$ cat src/rtl/pwm_dt.sv
// Complementary half-bridge PWM with shadowed period/duty/dead-time settings.
// Settings apply glitch-free at the period wrap, or immediately while disabled.
module pwm_dt #(
    parameter int CNT_W      = 16,
    parameter int DT_W       = 8,
    parameter int PERIOD_DEF = 125,
    parameter int DUTY_DEF   = 50,
    parameter int DEAD_DEF   = 5
) (
    input  logic             clk,
    input  logic             rst,
    input  logic             en,
    input  logic             load,
    input  logic [CNT_W-1:0] period,
    input  logic [CNT_W-1:0] duty,
    input  logic [DT_W-1:0]  dead,
    output logic             out_hi,
    output logic             out_lo,
    output logic             cyc_start
);

    localparam logic [CNT_W-1:0] PER_RST  = (PERIOD_DEF < 2) ? CNT_W'(2) : CNT_W'(PERIOD_DEF);
    localparam logic [CNT_W-1:0] DUTY_RST = CNT_W'(DUTY_DEF);
    localparam logic [DT_W-1:0]  DEAD_RST = DT_W'(DEAD_DEF);
    localparam logic [CNT_W-1:0] ONE      = CNT_W'(1);
    localparam logic [CNT_W-1:0] TWO      = CNT_W'(2);

    logic [CNT_W-1:0] per_a_q, per_a_d, duty_a_q, duty_a_d;
    logic [DT_W-1:0]  dead_a_q, dead_a_d;
    logic [CNT_W-1:0] per_p_q, per_p_d, duty_p_q, duty_p_d;
    logic [DT_W-1:0]  dead_p_q, dead_p_d;
    logic             pend_q, pend_d;
    logic [CNT_W-1:0] cnt_q, cnt_d;
    logic [DT_W-1:0]  hi_cnt_q, hi_cnt_d, lo_cnt_q, lo_cnt_d;
    logic             out_hi_q, out_hi_d, out_lo_q, out_lo_d, cyc_q, cyc_d;

    logic raw, raw_lo, reload, apply;

    always_comb begin
        per_a_d  = per_a_q;
        duty_a_d = duty_a_q;
        dead_a_d = dead_a_q;
        per_p_d  = per_p_q;
        duty_p_d = duty_p_q;
        dead_p_d = dead_p_q;
        pend_d   = pend_q;
        cnt_d    = cnt_q - ONE;

        // Disabled acts like a permanent wrap: counter parked at P-1, pending applied.
        reload = !en || (cnt_q == '0);
        apply  = reload && pend_q;

        if (apply) begin
            per_a_d  = per_p_q;
            duty_a_d = duty_p_q;
            dead_a_d = dead_p_q;
            pend_d   = 1'b0;
            cnt_d    = per_p_q - ONE;
        end else if (reload) begin
            cnt_d = per_a_q - ONE;
        end

        // A load coinciding with a wrap lands in the shadow only; it waits one period.
        if (load) begin
            per_p_d  = (period < TWO) ? TWO : period;
            duty_p_d = duty;
            dead_p_d = dead;
            pend_d   = 1'b1;
        end

        raw    = en && (cnt_q < duty_a_q);
        raw_lo = en && !raw;

        hi_cnt_d = '0;
        if (raw) hi_cnt_d = (hi_cnt_q == '1) ? hi_cnt_q : hi_cnt_q + DT_W'(1);
        lo_cnt_d = '0;
        if (raw_lo) lo_cnt_d = (lo_cnt_q == '1) ? lo_cnt_q : lo_cnt_q + DT_W'(1);

        out_hi_d = raw && (hi_cnt_q >= dead_a_q);
        out_lo_d = raw_lo && (lo_cnt_q >= dead_a_q);
        cyc_d    = en && (cnt_q == '0);
    end

    always_ff @(posedge clk or posedge rst) begin
        if (rst) begin
            per_a_q  <= PER_RST;
            duty_a_q <= DUTY_RST;
            dead_a_q <= DEAD_RST;
            per_p_q  <= PER_RST;
            duty_p_q <= DUTY_RST;
            dead_p_q <= DEAD_RST;
            pend_q   <= 1'b0;
            cnt_q    <= PER_RST - ONE;
            hi_cnt_q <= '0;
            lo_cnt_q <= '0;
            out_hi_q <= 1'b0;
            out_lo_q <= 1'b0;
            cyc_q    <= 1'b0;
        end else begin
            per_a_q  <= per_a_d;
            duty_a_q <= duty_a_d;
            dead_a_q <= dead_a_d;
            per_p_q  <= per_p_d;
            duty_p_q <= duty_p_d;
            dead_p_q <= dead_p_d;
            pend_q   <= pend_d;
            cnt_q    <= cnt_d;
            hi_cnt_q <= hi_cnt_d;
            lo_cnt_q <= lo_cnt_d;
            out_hi_q <= out_hi_d;
            out_lo_q <= out_lo_d;
            cyc_q    <= cyc_d;
        end
    end

    assign out_hi    = out_hi_q;
    assign out_lo    = out_lo_q;
    assign cyc_start = cyc_q;

endmodule

$ cat config.mk
export PLATFORM = sky130hd
export DESIGN_NAME = pwm_dt
export DESIGN_NICKNAME = d
export VERILOG_FILES = /design/src/rtl/pwm_dt.sv
export SDC_FILE = /design/constraint.sdc
export NUM_CORES = 1
export LEC_CHECK = 0
export CAP_MARGIN = 20
export CORE_AREA = 2 2 135 137
export DETAILED_ROUTE_END_ITERATION = 10
export DIE_AREA = 0 0 137 139
export PLACE_DENSITY_LB_ADDON = 0.3
export SLEW_MARGIN = 20
export SYNTH_ARGS = -nofsm -noshare
export SYNTH_HDL_FRONTEND = slang
export SYNTH_SLANG_ARGS = --single-unit
$ cat constraint.sdc
create_clock -name clk -period 7.8 [get_ports clk]
set_input_delay 1.56 -clock clk [delete_from_list [all_inputs] [get_ports clk]]
set_output_delay 1.56 -clock clk [all_outputs]
set_load 0.03 [all_outputs]
==> results of run 1 <==
[layout by cell type (no fill, tap or decap), types with 4 or more instances in the layout]
| cell | n |
|---|---|
| dfrtp_1 | 89 |
| nor4_1 | 4 |
| o211ai_1 | 4 |
| clkinv_2 | 4 |
| mux2i_1 | 19 |
| nand2_1 | 15 |
| mux2_2 | 79 |
| inv_1 | 31 |
| clkbuf_1 | 4 |
| xor2_1 | 15 |
| or3_1 | 6 |
| bufinv_16 | 4 |
| a211oi_1 | 7 |
| nor3_1 | 13 |
| xnor2_1 | 13 |
| a21oi_1 | 16 |
| nand4_1 | 5 |
| ha_1 | 34 |
| o21ai_0 | 20 |
| clkbuf_16 | 17 |
| nor2_1 | 32 |
| clkdlybuf4s50_1 | 45 |
| and3_1 | 8 |
| nor3_2 | 4 |
| nand3_1 | 10 |
| dfstp_2 | 27 |
| nand2b_1 | 4 |
| a21o_1 | 6 |
[critical path, cell delays in order]
cell	delay (ps)
clkdlybuf4s50_1	830
o21ai_1	290
nand2_2	350
nor2_1	90
a21oi_1	170
ha_1	330
o221ai_4	220
nor3b_2	220
xor2_1	170
mux2i_1	90
[per-layer routing]
| layer | track usage | up-vias |
|---|---|---|
| li1 | - | 1960 |
| met1 | 0.1775 | 1972 |
| met2 | 0.2200 | 70 |
| met3 | 0.04825 | 20 |
| met4 | 0.04883 | 0 |
| met5 | 0 | - |
[registers in the layout, summed over array words and instances, names as in the netlist, 8 cells and up]
register	cells
per_a_q	16
duty_p_q	16
dead_p_q	8
lo_cnt_q	8
dead_a_q	8
per_p_q	16
hi_cnt_q	8
cnt_q	16
duty_a_q	16
[final cells by class]
class | count | area share
clock buffers | 22 | 0.06155
inverters | 32 | 0.01662
flip-flops and latches | 116 | 0.3979
clock inverters | 10 | 0.02119
well taps | 229 | 0.03883
repair buffers | 49 | 0.06477
multi-input cells | 352 | 0.3991
[worst min-delay path by stage]
| stage | startpoint | end |
|---|---|---|
| final | duty_p_q[6] | duty_a_q[6] |
| after global routing | dead_a_q[3] | dead_a_q[3] |
| after CTS | per_a_q[14] | per_a_q[14] |
| after detailed placement | per_a_q[14] | per_a_q[14] |
| after global placement | duty_p_q[6] | duty_a_q[6] |
| after floorplan | per_a_q[0] | per_a_q[0] |
[Yosys cell counts, drive strengths merged, types with 2 or more instances]
cell type   n  area share
nor3       18       0.020
o211ai      4      0.0050
nor2b       3      0.0031
nand4       5      0.0052
ha         34       0.070
nand3      10      0.0083
mux2i      19       0.031
or3b        2      0.0029
dfrtp      89        0.37
dfstp      27        0.12
nand2b      4      0.0041
or4         4      0.0056
mux2       79        0.15
o21ai      22       0.018
a22oi       2      0.0025
a21o        6      0.0074
xor2       15       0.022
nor2       33       0.023
or3         6      0.0062
a211oi      7      0.0087
or2         2      0.0021
a21oi      17       0.015
nor4        6      0.0083
nand2      16       0.010
buf         7      0.0058
inv        32       0.020
clkbuf      9      0.0056
and3        8      0.0083
xnor2      13       0.019
[power by group]
| part | switching (mW) | internal [mW] |
|---|---|---|
| combinational | 0.222 | 0.227 |
| clock | 0.271 | 0.540 |
| sequential | 0.0994 | 0.739 |
[per-stage QoR]
step	std cells	setup slack (ps)	area, sq um
final	810	3775	7380
after global routing	810	3521	7380
after CTS	810	3817	7380
after detailed placement	778	3362	6769
after global placement	778	3523	6761
after floorplan	516	3212	6063
[logic make-up (layout without fill, tap and decap cells)]
group | Yosys count | in the layout | share of synthesized area
compound gates | 71 | 71 | 0.08234
fa+ha+maj | 34 | 34 | 0.07016
mux | 98 | 98 | 0.1781
simple gates | 121 | 121 | 0.1135
buf+inv | 48 | 113 | 0.03116
xor+xnor | 28 | 28 | 0.04045
flops | 116 | 116 | 0.4843
==> metrics.cfg, run 1 <==
[clocking]
numCtsBuffers=17
htree_levels=4
tritoncts=done
clock_path_buffers=2
cts.hold.buffers_added=0
root_buffer=clkbuf_16
cts_setup_buffers=0
cts-resized-gates=0
cts_sinks=116
clk_pin_slew_worst_paths_ps=60
clock_latency_ps=410

[setup_path]
startpoint=en
cp_max_fo=21
crit_path_end=cnt_q[12]
required_ps=8100
reg2regPathDepth=9
crit_arrival_ps=4320
timing.rr.start=cnt_q[1]
end_kind=flip-flop
r2r_setup_slack_ps=4690
regToRegEndpoint=cnt_q[12]
cp-start-kind=input pin
critPathKind=input pin to flip-flop

[detailed_routing]
drcViolationCount=0
wl_met3_um=547
dr.max_layer_used=met4
final_antenna_net_count=0
dr.pass1.iters=4
routedWlPerCell_um=15.07
wl_met1_mm=5.665
vias_per_cell=4.965
wl_met2_mm=5.760
finalWirelength_mm=12.21
first_iter_violations=208
num_vias=4022

[timing]
worst_slew_pin_slew_ps=995.0
setup_viol=0
timing.fmax_ghz=0.2484
hold_violations=0
worst_hold_slack_ps=499.5
finClkSkew_ps=9.589
drv_slew=0
min_period_over_period=0.5160
slew_headroom=0.3367
fin_tns_setup_ps=0
post-route-min-period_ps=4025
rsz0062_at_grt=false

[final_layout]
final_util=0.4179
num-fill-cells=1652
fin_nets=646
multi_input_area_sq_mm=0.002945
drive_above_1_share=0.2788
syn_to_final_growth_pct=21.71
regArea_sq_mm=0.002937
antenna-diode-count=0

[synth]
synth_cell_type_count=54
synth-async-reset-ratio=1.000
synthesis.area_sq_mm=0.006063
netlist_instances=516
synth-edff-count=0
ys_seq_elements=116
syn_avg_cell_area_sq_um=11.75
ys_seq_area_frac=0.4843
syn_nets=594
ys.flop_type=dfrtp_1
yosys_warnings=0

[global_route]
grt_max_degree=79
antenna_found_initial=0
grt_pass1_vias=4199
gr-total-overflow=0
grt_util_all_layers=0.1396
grt_pass1_wl_mm=20.86

[placed_design]
port_buffers=46
hpwl_mm=8.721
gp_congestion=0.8103

[flow_run]
cap_violations=0

[floorplan]
die_w_um=137
initial_core_util=0.3434
die-area_sq_mm=0.01904
die_h_um=139
num_rows=49
io_pins=47
core-area_sq_mm=0.01766

[worst_hold_path]
min_path_type=flip-flop to flip-flop
min_path_cells=1

[power]
p_per_area_mw_per_mm2=284.4
finalPower_mw=2.099
power_leakage_nw=3.209
peakVddDrop_mv=0.1632

[run_status]
status=finished, final reports clean

Note: power is estimated with default switching activity, not from simulation.
==> run 2, diff against run 1 <==
Clock period 7.8 ns to 3.6 ns, I/O delays scaled along.
==> run 2 against run 1 <==
Compared with the run above:
- wire length shrank 1.5%
- core utilization grew 0.24 points
- design area grew 0.58%
- clock-buffer cell count shrank 3
- clock power grew 110%
- sequential share of layout area shrank 0.23 points
==> metrics.cfg, run 2 (synthesized netlist as in run 1, its figures left out) <==
[floorplan]
core-area_sq_mm=0.01766  ; unchanged
io_pins=47  ; unchanged
initial_core_util=0.3434  ; unchanged
die-area_sq_mm=0.01904  ; unchanged
die_h_um=139  ; unchanged
num_rows=49  ; unchanged
die_w_um=137  ; unchanged

[worst_hold_path]
hold_end=duty_a_q[11]
min_path_type=flip-flop to flip-flop
min_path_cells=1  ; unchanged
worst_hold_startpoint=duty_p_q[11]

[setup_path]
r2r_setup_slack_ps=500  ; -4190 ps
required_ps=3890  ; -4210 ps
cp-start-kind=flip-flop
cp_max_fo=11  ; -48%
timing.rr.start=cnt_q[1]
critPathKind=flip-flop to flip-flop
cp_cell_sequence=or4_1 -> o21ai_1 -> nand2_2 -> a21oi_1 -> ha_1 -> o221ai_4 -> nor3b_2 -> xor2_1 -> mux2i_1
regToRegEndpoint=cnt_q[12]
slowest_delay_ps=610  ; -220 ps
end_kind=flip-flop
reg2regPathDepth=9  ; unchanged
cp_slowest_cell=or4_1
crit_arrival_ps=3400  ; -920 ps

[timing]
post-route-min-period_ps=3103
setup_viol=0  ; unchanged
slew_headroom=0.3542  ; +0.01756
timing.fmax_ghz=0.3222
finClkSkew_ps=9.511  ; -0.07758 ps
drv_slew=0  ; unchanged
worst_hold_slack_ps=502.0  ; +2.425 ps
fin_tns_setup_ps=0  ; unchanged
worst_slew_pin_slew_ps=968.7  ; -26.34 ps
hold_violations=0  ; unchanged
min_period_over_period=0.8621
setup_ws_ps=496.5  ; -3278 ps
rsz0062_at_grt=false

[detailed_routing]
vias_per_cell=4.949  ; -0.34%
finalWirelength_mm=12.02  ; -1.5%
drcViolationCount=0  ; unchanged
first_iter_violations=150  ; -28%
final_antenna_net_count=0  ; unchanged
dr.pass1.iters=7  ; +3
routedWlPerCell_um=14.73  ; -2.3%
num_vias=4038  ; +0.40%

[power]
p_switching_mw=1.302  ; +120%
finalPower_mw=4.503  ; +110%
swShare=0.2891  ; +0.006884
combinationalPowerShare=0.217  ; +0.003
peakVddDrop_mv=0.3371  ; +110%
power_leakage_nw=3.227  ; +0.57%
pwr-share-clk=0.379  ; -0.008
p_per_area_mw_per_mm2=606.7  ; +110%
pwr-share-seq=0.404  ; +0.005
p_int_mw=3.201  ; +110%

[global_route]
grt_util_all_layers=0.1393  ; -0.0003715
gr-total-overflow=0  ; unchanged
grt_max_degree=57  ; -28%
grt_pass1_wl_mm=20.81  ; -0.23%
antenna_found_initial=0  ; unchanged
grt_pass1_vias=4214  ; +0.36%

[final_layout]
final_area_sq_mm=0.007422  ; +0.58%
final_common_cell=dfrtp_1
syn_to_final_growth_pct=22.41
num-fill-cells=1644  ; -0.48%
antenna-diode-count=0  ; unchanged
fin_nets=652  ; +0.93%
drive_above_1_share=0.2896  ; +0.01078
final_cells=816  ; +0.74%
final_cell_mix=89 x dfrtp_1, 79 x mux2_2, 45 x clkdlybuf4s50_1
final_util=0.4204  ; +0.002409

[clocking]
clock_path_buffers=2  ; unchanged
numCtsBuffers=17  ; unchanged
htree_levels=4  ; unchanged
cts.hold.buffers_added=0  ; unchanged
root_buffer=clkbuf_16
clk_pin_slew_worst_paths_ps=60  ; about the same
cts_setup_buffers=0  ; unchanged
cts-resized-gates=0  ; unchanged
cts_sinks=116  ; unchanged
tritoncts=done
clock_latency_ps=420  ; about the same

[placed_design]
gp_congestion=0.7910  ; -2.4%
port_buffers=46  ; unchanged
place_area_sq_mm=0.006820  ; +0.76%
placed_cells=784  ; +0.77%
hpwl_mm=8.808  ; +1.0%
place_ws_ps=295.0  ; -3067 ps

[run_status]
status=finished, final reports clean

[flow_run]
cap_violations=0  ; unchanged

==> run 2: cell types whose count changed in the layout (fill, tap and decap cells not counted), sizes merged <==
cell / delta
inv: -1
bufinv: -1
clkinv: +2
buf: +6
clkinvlp: +3
clkbuf: -3
==> run 2: worst max path at each step <==
stage                    from  slack, ps   endpoint
global route         cnt_q[1]        300  cnt_q[12]
CTS                  cnt_q[1]        510  cnt_q[12]
global placement           en        500  cnt_q[12]
floorplan           cnt_q[12]        700  cnt_q[12]
detailed placement         en        300  cnt_q[12]
finish               cnt_q[1]        500  cnt_q[12]
==> run 2: power groups by stage <==
stage / sequential [mW] / combinational [mW] / clock, mW
2_1_floorplan: 1.76 / 0.758 / 0
3_3_place_gp: 1.83 / 0.952 / 0
3_5_place_dp: 1.84 / 0.981 / 0
4_1_cts: 1.82 / 0.991 / 1.74
5_1_grt: 1.86 / 1.13 / 1.82
6_report: 1.82 / 0.978 / 1.71
==> run 2: layout make-up <==
| type | count | area [sq um] | area share |
|---|---|---|---|
| clock buffer | 19 | 442.9 | 0.05968 |
| clock inverter | 13 | 158.9 | 0.02141 |
| inverter | 32 | 123.9 | 0.01669 |
| multi-input combinational | 352 | 2938 | 0.3958 |
| sequential | 116 | 2937 | 0.3957 |
| tap | 229 | 286.5 | 0.03860 |
| timing repair buffer | 55 | 535.5 | 0.07215 |
==> run 2: layer usage <==
layer  track usage  vias to the layer above  part of all wire
met5             0                        -                 0
met4       0.04232                        0             0.011
met3       0.04349                       12             0.040
met2        0.2268                       57              0.49
met1        0.1762                     1999              0.46
li1              -                     1970                 -
==> run 2: critical path: cells and delay by family (launching register included) <==
family	cells	cell delay, ps
flip-flops	1	440
adder cells (fa/ha/maj)	1	350
multiplexers	1	100
AO/OA/AOI/OAI	3	850
XOR/XNOR	1	180
AND/OR/NAND/NOR	3	1060
